<file path="src/rtl/write_line_burst_ctrl_pkg.sv">
`default_nettype none
// +----------------------------------------------------------------------+
// | write_line_burst_ctrl_pkg : FSM state type, mode constants, ceil util |
// | Rev 1.0                                                              |
// +----------------------------------------------------------------------+
package write_line_burst_ctrl_pkg;

    typedef enum logic [2:0] {
        ST_IDLE      = 3'd0,
        ST_CALC      = 3'd1,
        ST_WAIT_DATA = 3'd2,
        ST_REQ       = 3'd3,
        ST_RUN       = 3'd4,
        ST_DONE      = 3'd5
    } state_t;

    localparam c_MODE_ONCE = "ONCE";
    localparam c_MODE_LINE = "LINE";

    // Number of AXI words needed to hold 'bits' bits (rounded up).
    function automatic logic [31:0] ceil_beats(input logic [47:0] bits, input int unsigned axi_dsize);
        logic [47:0] q;
        logic [47:0] mask;
        q    = bits >> $clog2(axi_dsize);
        mask = 48'(axi_dsize - 1);
        return 32'(q) + {31'd0, |(bits & mask)};
    endfunction

endpackage
`default_nettype wire

</file>
<file path="src/rtl/write_line_burst_ctrl_if.sv">
`default_nettype none
// +----------------------------------------------------------------------+
// | write_line_burst_ctrl_if : burst request / FIFO level handshake      |
// | Rev 1.0                                                              |
// +----------------------------------------------------------------------+
interface write_line_burst_ctrl_if #(
    parameter int LSIZE = 9,
    parameter int FSIZE = 10
);
    logic [FSIZE-1:0] fifo_rd_count;
    logic             burst_req;
    logic [LSIZE-1:0] burst_len;
    logic             burst_tail;
    logic             burst_ack;
    logic             burst_done;

    modport master (
        output burst_req, burst_len, burst_tail,
        input  fifo_rd_count, burst_ack, burst_done
    );

    modport slave (
        input  burst_req, burst_len, burst_tail,
        output fifo_rd_count, burst_ack, burst_done
    );
endinterface
`default_nettype wire

</file>
<file path="src/rtl/write_line_burst_ctrl_burst_len_calc.sv">
`default_nettype none
// +----------------------------------------------------------------------+
// | burst_len_calc : 3-stage pipelined beat count (unit and frame)       |
// | Rev 1.0                                                              |
// +----------------------------------------------------------------------+
module burst_len_calc
    import write_line_burst_ctrl_pkg::*;
#(
    parameter     MODE      = "ONCE",
    parameter int AXI_DSIZE = 256,
    parameter int DSIZE     = 24
) (
    input  logic        clk,
    input  logic        rst,
    input  logic        load_i,
    input  logic [15:0] vactive_i,
    input  logic [15:0] hactive_i,
    output logic [31:0] unit_beats_o,
    output logic [31:0] frame_beats_o
);

    logic [15:0] v_q;
    logic [15:0] h_q;

    always_ff @(posedge clk) begin
        if (rst) begin
            v_q <= '0;
            h_q <= '0;
        end else if (load_i) begin
            v_q <= vactive_i;
            h_q <= hactive_i;
        end
    end

    generate
        if (MODE == c_MODE_LINE) begin : g_line
            logic [47:0] line_bits_d;
            logic [47:0] frame_prod_d;
            logic [31:0] unit_a_q;
            logic [15:0] v_a_q;
            logic [31:0] unit_b_q;
            logic [31:0] frame_b_q;

            assign line_bits_d  = 48'(h_q) * 48'(DSIZE);
            assign frame_prod_d = 48'(unit_a_q) * 48'(v_a_q);

            always_ff @(posedge clk) begin
                if (rst) begin
                    unit_a_q  <= '0;
                    v_a_q     <= '0;
                    unit_b_q  <= '0;
                    frame_b_q <= '0;
                end else begin
                    unit_a_q  <= ceil_beats(line_bits_d, AXI_DSIZE);
                    v_a_q     <= v_q;
                    unit_b_q  <= unit_a_q;
                    frame_b_q <= 32'(frame_prod_d);
                end
            end

            assign unit_beats_o  = unit_b_q;
            assign frame_beats_o = frame_b_q;
        end else begin : g_once
            logic [47:0] vh_a_q;
            logic [47:0] bits_b_q;

            always_ff @(posedge clk) begin
                if (rst) begin
                    vh_a_q   <= '0;
                    bits_b_q <= '0;
                end else begin
                    vh_a_q   <= 48'(v_q) * 48'(h_q);
                    bits_b_q <= vh_a_q * 48'(DSIZE);
                end
            end

            assign unit_beats_o  = ceil_beats(bits_b_q, AXI_DSIZE);
            assign frame_beats_o = unit_beats_o;
        end
    endgenerate

endmodule
`default_nettype wire

</file>
<file path="src/rtl/write_line_burst_ctrl.sv">
`default_nettype none
// +----------------------------------------------------------------------+
// | write_line_burst_ctrl : splits frames/lines into AXI write bursts    |
// | Rev 1.0                                                              |
// +----------------------------------------------------------------------+
module write_line_burst_ctrl
    import write_line_burst_ctrl_pkg::*;
#(
    parameter int NOR_BURST_LEN = 200,
    parameter     MODE          = "ONCE",
    parameter int AXI_DSIZE     = 256,
    parameter int DSIZE         = 24,
    parameter int LSIZE         = 9,
    parameter int FSIZE         = 10
) (
    input  logic                     clk,
    input  logic                     rst,
    input  logic [15:0]              vactive_i,
    input  logic [15:0]              hactive_i,
    input  logic                     fsync_i,
    write_line_burst_ctrl_if.master  bus,
    output logic                     line_done_o,
    output logic                     frame_done_o,
    output logic                     busy_o,
    output logic                     overrun_o
);

    localparam logic [31:0] c_NOR_LEN = 32'(NOR_BURST_LEN);

    state_t           state_q;
    logic [1:0]       calc_cnt_q;
    logic [31:0]      unit_left_q;
    logic [31:0]      frame_left_q;
    logic             pend_q;
    logic             burst_req_q;
    logic [LSIZE-1:0] burst_len_q;
    logic             burst_tail_q;
    logic             line_done_q;
    logic             frame_done_q;
    logic             overrun_q;

    logic [31:0]      unit_beats;
    logic [31:0]      frame_beats;
    logic             tail_d;
    logic [31:0]      burst_len_d;
    logic             data_ready_d;

    // Dimensions are latched on every fsync, so a frame deferred by an
    // in-flight burst still uses the values seen with its own fsync.
    burst_len_calc #(
        .MODE      (MODE),
        .AXI_DSIZE (AXI_DSIZE),
        .DSIZE     (DSIZE)
    ) u_calc (
        .clk           (clk),
        .rst           (rst),
        .load_i        (fsync_i),
        .vactive_i     (vactive_i),
        .hactive_i     (hactive_i),
        .unit_beats_o  (unit_beats),
        .frame_beats_o (frame_beats)
    );

    assign tail_d       = (unit_left_q <= c_NOR_LEN);
    assign burst_len_d  = tail_d ? unit_left_q : c_NOR_LEN;
    assign data_ready_d = (32'(bus.fifo_rd_count) >= burst_len_d);

    always_ff @(posedge clk) begin
        if (rst) begin
            state_q      <= ST_IDLE;
            calc_cnt_q   <= '0;
            unit_left_q  <= '0;
            frame_left_q <= '0;
            pend_q       <= 1'b0;
            burst_req_q  <= 1'b0;
            burst_len_q  <= '0;
            burst_tail_q <= 1'b0;
            line_done_q  <= 1'b0;
            frame_done_q <= 1'b0;
            overrun_q    <= 1'b0;
        end else begin
            line_done_q  <= 1'b0;
            frame_done_q <= 1'b0;
            overrun_q    <= 1'b0;
            case (state_q)
                ST_IDLE, ST_DONE: begin
                    if (fsync_i) begin
                        state_q    <= ST_CALC;
                        calc_cnt_q <= '0;
                    end
                end
                ST_CALC: begin
                    if (fsync_i) begin
                        calc_cnt_q <= '0;
                    end else if (calc_cnt_q == 2'd2) begin
                        unit_left_q  <= unit_beats;
                        frame_left_q <= frame_beats;
                        if (frame_beats == 32'd0) begin
                            state_q      <= ST_DONE;
                            frame_done_q <= 1'b1;
                        end else begin
                            state_q <= ST_WAIT_DATA;
                        end
                    end else begin
                        calc_cnt_q <= calc_cnt_q + 2'd1;
                    end
                end
                ST_WAIT_DATA: begin
                    if (fsync_i) begin
                        state_q    <= ST_CALC;
                        calc_cnt_q <= '0;
                    end else if (data_ready_d) begin
                        state_q      <= ST_REQ;
                        burst_req_q  <= 1'b1;
                        burst_len_q  <= burst_len_d[LSIZE-1:0];
                        burst_tail_q <= tail_d;
                    end
                end
                ST_REQ: begin
                    if (fsync_i) begin
                        overrun_q <= 1'b1;
                        pend_q    <= 1'b1;
                    end
                    if (bus.burst_ack) begin
                        burst_req_q  <= 1'b0;
                        unit_left_q  <= unit_left_q - 32'(burst_len_q);
                        frame_left_q <= frame_left_q - 32'(burst_len_q);
                        state_q      <= ST_RUN;
                    end
                end
                ST_RUN: begin
                    if (fsync_i) begin
                        overrun_q <= 1'b1;
                        pend_q    <= 1'b1;
                    end
                    if (bus.burst_done) begin
                        if (pend_q || fsync_i) begin
                            state_q    <= ST_CALC;
                            calc_cnt_q <= '0;
                            pend_q     <= 1'b0;
                        end else if (frame_left_q == 32'd0) begin
                            state_q      <= ST_DONE;
                            line_done_q  <= 1'b1;
                            frame_done_q <= 1'b1;
                        end else if (unit_left_q == 32'd0) begin
                            unit_left_q <= unit_beats;
                            line_done_q <= 1'b1;
                            state_q     <= ST_WAIT_DATA;
                        end else begin
                            state_q <= ST_WAIT_DATA;
                        end
                    end
                end
                default: state_q <= ST_IDLE;
            endcase
        end
    end

    assign bus.burst_req  = burst_req_q;
    assign bus.burst_len  = burst_len_q;
    assign bus.burst_tail = burst_tail_q;
    assign line_done_o    = line_done_q;
    assign frame_done_o   = frame_done_q;
    assign overrun_o      = overrun_q;
    assign busy_o         = (state_q != ST_IDLE) && (state_q != ST_DONE);

endmodule
`default_nettype wire

</file>
<file path="src/flat_wrapper.sv">
// flat-port wrapper written by rule: the top's interface ports become plain ports
module write_line_burst_ctrl_flat import write_line_burst_ctrl_pkg::*;
#(
    parameter int NOR_BURST_LEN = 200,
    parameter     MODE          = "    ",
    parameter int AXI_DSIZE     = 256,
    parameter int DSIZE         = 24,
    parameter int LSIZE         = 9,
    parameter int FSIZE         = 10
)
  (clk, rst, vactive_i, hactive_i, fsync_i, line_done_o, frame_done_o, busy_o, overrun_o, bus_burst_req, bus_burst_len, bus_burst_tail, bus_fifo_rd_count, bus_burst_ack, bus_burst_done);
  write_line_burst_ctrl_if #(.LSIZE(LSIZE), .FSIZE(FSIZE)) bus_i ();
  input  logic clk;
  input  logic rst;
  input  logic [15:0] vactive_i;
  input  logic [15:0] hactive_i;
  input  logic fsync_i;
  output logic line_done_o;
  output logic frame_done_o;
  output logic busy_o;
  output logic overrun_o;
  output wire logic [$bits(bus_i.burst_req)-1:0] bus_burst_req;
  output wire logic [$bits(bus_i.burst_len)-1:0] bus_burst_len;
  output wire logic [$bits(bus_i.burst_tail)-1:0] bus_burst_tail;
  input wire logic [$bits(bus_i.fifo_rd_count)-1:0] bus_fifo_rd_count;
  input wire logic [$bits(bus_i.burst_ack)-1:0] bus_burst_ack;
  input wire logic [$bits(bus_i.burst_done)-1:0] bus_burst_done;
  assign bus_burst_req = bus_i.burst_req;
  assign bus_burst_len = bus_i.burst_len;
  assign bus_burst_tail = bus_i.burst_tail;
  assign bus_i.fifo_rd_count = bus_fifo_rd_count;
  assign bus_i.burst_ack = bus_burst_ack;
  assign bus_i.burst_done = bus_burst_done;
  write_line_burst_ctrl #(.NOR_BURST_LEN(NOR_BURST_LEN), .MODE(MODE), .AXI_DSIZE(AXI_DSIZE), .DSIZE(DSIZE), .LSIZE(LSIZE), .FSIZE(FSIZE)) u_core (.clk(clk), .rst(rst), .vactive_i(vactive_i), .hactive_i(hactive_i), .fsync_i(fsync_i), .bus(bus_i), .line_done_o(line_done_o), .frame_done_o(frame_done_o), .busy_o(busy_o), .overrun_o(overrun_o));
endmodule
</file>
<file path="config.mk">
export PLATFORM = sky130hd
export DESIGN_NAME = write_line_burst_ctrl_flat
export DESIGN_NICKNAME = d
export VERILOG_FILES = /design/src/rtl/write_line_burst_ctrl_pkg.sv /design/src/rtl/write_line_burst_ctrl_if.sv /design/src/rtl/write_line_burst_ctrl_burst_len_calc.sv /design/src/rtl/write_line_burst_ctrl.sv /design/src/flat_wrapper.sv
export SDC_FILE = /design/constraint.sdc
export NUM_CORES = 1
export LEC_CHECK = 0
export BUFFER_PORTS_ARGS = -buffer_cell sky130_fd_sc_hd__clkbuf_2
export CORE_MARGIN = 2
export CORE_UTILIZATION = 30
export CTS_BUF_LIST = sky130_fd_sc_hd__clkbuf_8 sky130_fd_sc_hd__clkbuf_16
export DETAILED_ROUTE_END_ITERATION = 10
export GPL_TIMING_DRIVEN = 0
export HOLD_SLACK_MARGIN = 0.15
export SYNTH_ARGS = -nofsm -noshare
export SYNTH_HDL_FRONTEND = slang
export SYNTH_SLANG_ARGS = --single-unit
</file>
<file path="constraint.sdc">
create_clock -name clk -period 6.75 [get_ports clk]
set_input_delay 0.675 -clock clk [delete_from_list [all_inputs] [get_ports clk]]
set_output_delay 0.675 -clock clk [all_outputs]
set_load 0.01 [all_outputs]
</file>
==> run summary <==
Critical Path Source Type: register
CP bufs+invs: 7
Tightest Pin Transition: 1130 ps
Part of the Yosys area used for sequential elements: 19.1%
Hpwl dp: 44600 µm
Top_reg_cell synth: dfxtp_1
Root Buffer Master: clkbuf_16
Post-route DRC: 0
DRT antenna net count: 0
Final setup violation count: 0
Vias: 16200
Status: finished clean
Post-synthesis cell area: 19100 µm²
Hold/Removal Path Class: primary input to register
Final wirelength: 56100 µm
Slew margin rel.: 24.9%
Synth cell types: 84
Die X: 256 µm
Fillers: 6677
Area of the die: 65700 µm²
Final design utilization: 33.8%
Layout Cells excl Fill: 3250
First-pass GRT wire length: 91000 µm
Hold Vio Cnt, Final: 0
Placed cell count: 3218
Starting Density: 30.3%
Cells along the critical path: clkbuf_4 > nand2_1 > fa_1 > inv_1 > fa_1 > inv_1 > fa_1 > inv_1 > fa_1 > fa_1 > inv_1 > fa_1 > inv_1 > ha_1 > a21o_1 > a21o_1 > a21oi_1 > o21ai_0 > a311oi_2 > buf_4 > o41ai_4 > a31oi_2 > or4b_1 > nand3_1
Most used cell, CP: fa_1
Number of synthesized flops with an enable pin: 0
Leak: 9.70 nW
Maximum vdd drop: 168 µV
Async SR Flop Fraction: 0%
DR pass1 iterations: 6
Skew-Pair Late Insertion Delay: 480 ps
Number of global-route vias before repair: 16300
Yosys warns: 0
Layout cells sized above 1: 7.95%
Largest net degree at the start of global routing: 17
Area delta synth->final: 11.2%
TritonCTS clock tree: built
Final slew viol count: 0
Number of I/O pins: 62
Clk buf depth: 2
Pwr Density: 183 nW/µm²
GPL Wtd Cong: 0.941
Crit-path slowest cell: fa_1
Total gr overflow: 0
Initial antenna violation count: 0
Max cap viols: 0
Avg WL per Cell: 17.3 µm
Hold-fix buffers, CTS: 0
Initial DRC count: 1195
ANT cells: 0
Die height: 256 µm
Most frequent cells in the layout: inv_1, nand2_1, nor2_1
# nets final: 2803
Final period util: 97.2%
Crit path max fanout: 10
Total chip power: 3.89 mW
Commonest non-fill, non-tap cell in the layout: inv_1
CTS H-tree depth: 4
Reg2reg path depth: 24
CTS Sinks: 182
Critical Path AT: 6970 ps
Worst-path clk slew: 80 ps
Clock Skew: 19.5 ps
Critical path depth in cells: 24
Gr usage total: 17.4%
Rows: 92
Port Buf Inserts: 61
Num CTS Buffers: 17
CP delay by family, top: adder cells
Largest stage delay, worst path: 550 ps
Max Clk Rate: 152 MHz
Worst setup EP type: register
Worst hold stages: 3
Crit path kind: register to register
Mean Syn Cell Area: 8.27 µm²
Seq cells post-synth: 182
CP Data Required Time: 7160 ps
Via density: 4.99
Post-synthesis cell count: 2310
Clock period minus final worst setup slack: 6560 ps
Core ar.: 63000 µm²
[tightest hold or removal path: stages]
cell	delay, ps
clkbuf_2	70
mux2i_1	50
nor2_1	70
[area by class of cell]
class / instances / area, µm² / area share [%]
clock buffer: 19 / 453 / 2.13
sequential: 182 / 3670 / 17.3
tap: 846 / 1060 / 4.98
multi-input combinational: 1747 / 14100 / 66.3
timing repair buffer: 63 / 320 / 1.51
clock inverter: 13 / 121 / 0.571
buffer: 102 / 487 / 2.29
inverter: 278 / 1040 / 4.91
[cell usage after synthesis, drive strengths merged, types with 15 or more instances]
library cell / count / area share, %
a211oi: 21 / 0.90
a21o: 37 / 1.5
a21oi: 135 / 3.5
a31oi: 22 / 0.72
and2: 127 / 4.2
and3: 24 / 0.79
clkbuf: 90 / 1.8
dfxtp: 182 / 19
fa: 197 / 21
ha: 168 / 11
inv: 278 / 5.5
mux2i: 39 / 2.0
nand2: 234 / 4.6
nand3: 48 / 1.3
nand4: 15 / 0.49
nor2: 207 / 4.1
nor2b: 21 / 0.69
nor3: 53 / 1.4
nor4: 24 / 0.96
o21ai: 108 / 2.8
xnor2: 49 / 2.2
xor2: 38 / 1.7
[power breakdown]
| group | switching, mW | internal (mW) |
|---|---|---|
| Clock | 0.494 | 0.532 |
| Combinational | 1.01 | 0.584 |
| Sequential | 0.0985 | 1.17 |
| Total | 1.60 | 2.28 |
[final timing paths]
kind / slack, ps / end / start
worst max-delay path: 190 / u_core.u_calc.g_once.vh_a_q[31]$_SDFF_PP0_ / u_core.u_calc.v_q[5]$_SDFFE_PP0P_
worst max register to register: 190 / u_core.u_calc.g_once.vh_a_q[31]$_SDFF_PP0_ / u_core.u_calc.v_q[5]$_SDFFE_PP0P_
worst min-delay path: 430 / u_core.u_calc.h_q[4]$_SDFFE_PP0P_ / hactive_i[4]
worst min register to register: 480 / u_core.unit_left_q[24]$_SDFFE_PP0P_ / u_core.unit_left_q[24]$_SDFFE_PP0P_
[registers in the layout, indices dropped and copies added, names as in the netlist]
register	count
u_core.u_calc.g_once.bits_b_q	34
u_core.unit_left_q	32
u_core.overrun_o	1
u_core.state_q	3
u_core.frame_left_q	32
u_core.u_calc.h_q	16
u_core.frame_done_o	1
u_core.bus.burst_tail	1
u_core.line_done_o	1
u_core.u_calc.v_q	16
u_core.bus.burst_len	9
u_core.pend_q	1
u_core.calc_cnt_q	2
u_core.u_calc.g_once.vh_a_q	32
u_core.bus.burst_req	1
[repair_timing]
action | 4_1_cts | 5_1_grt
pin swaps | 1 | 4
resized for setup | 41 | 55
gates cloned | 0 | 0
buffers inserted | 0 | 2
setup endpoints to repair | 10 | 7
[kinds of logic (layout without fill, tap and decap cells)]
kind of cell / Yosys count / count (layout) / synth area share [%]
adder cells (fa/ha/maj): 365 / 365 / 31.6
XOR/XNOR: 87 / 87 / 3.99
AO/OA/AOI/OAI: 441 / 441 / 14.7
flip-flops: 182 / 182 / 19.1
other: 1 / 2 / 0.0196
AND/OR/NAND/NOR: 812 / 812 / 20.7
buffers and inverters: 382 / 475 / 7.75
multiplexers: 40 / 40 / 2.10
[per-layer routing]
metal | part of all wire [%] | global-route usage [%] | wire [µm]
met4 | 2.5 | 5.83 | 1380
met1 | 46 | 23.4 | 25600
met2 | 46 | 28.9 | 25800
met3 | 6.0 | 2.27 | 3360
met5 | 0 | 0 | 0
[through the flow]
stage	cell area (µm²)	setup slack, ps	hold slack (ps)	TNS [ps]
2_1_floorplan	19100	584	439	0
3_3_place_gp	20500	-671	461	-3690
3_5_place_dp	20500	-547	465	-2890
4_1_cts	21100	22.6	412	0
5_1_grt	21300	-27.0	428	-27.0
6_report	21300	186	429	0
No activity file was read; power rests on OpenSTA's default activity.
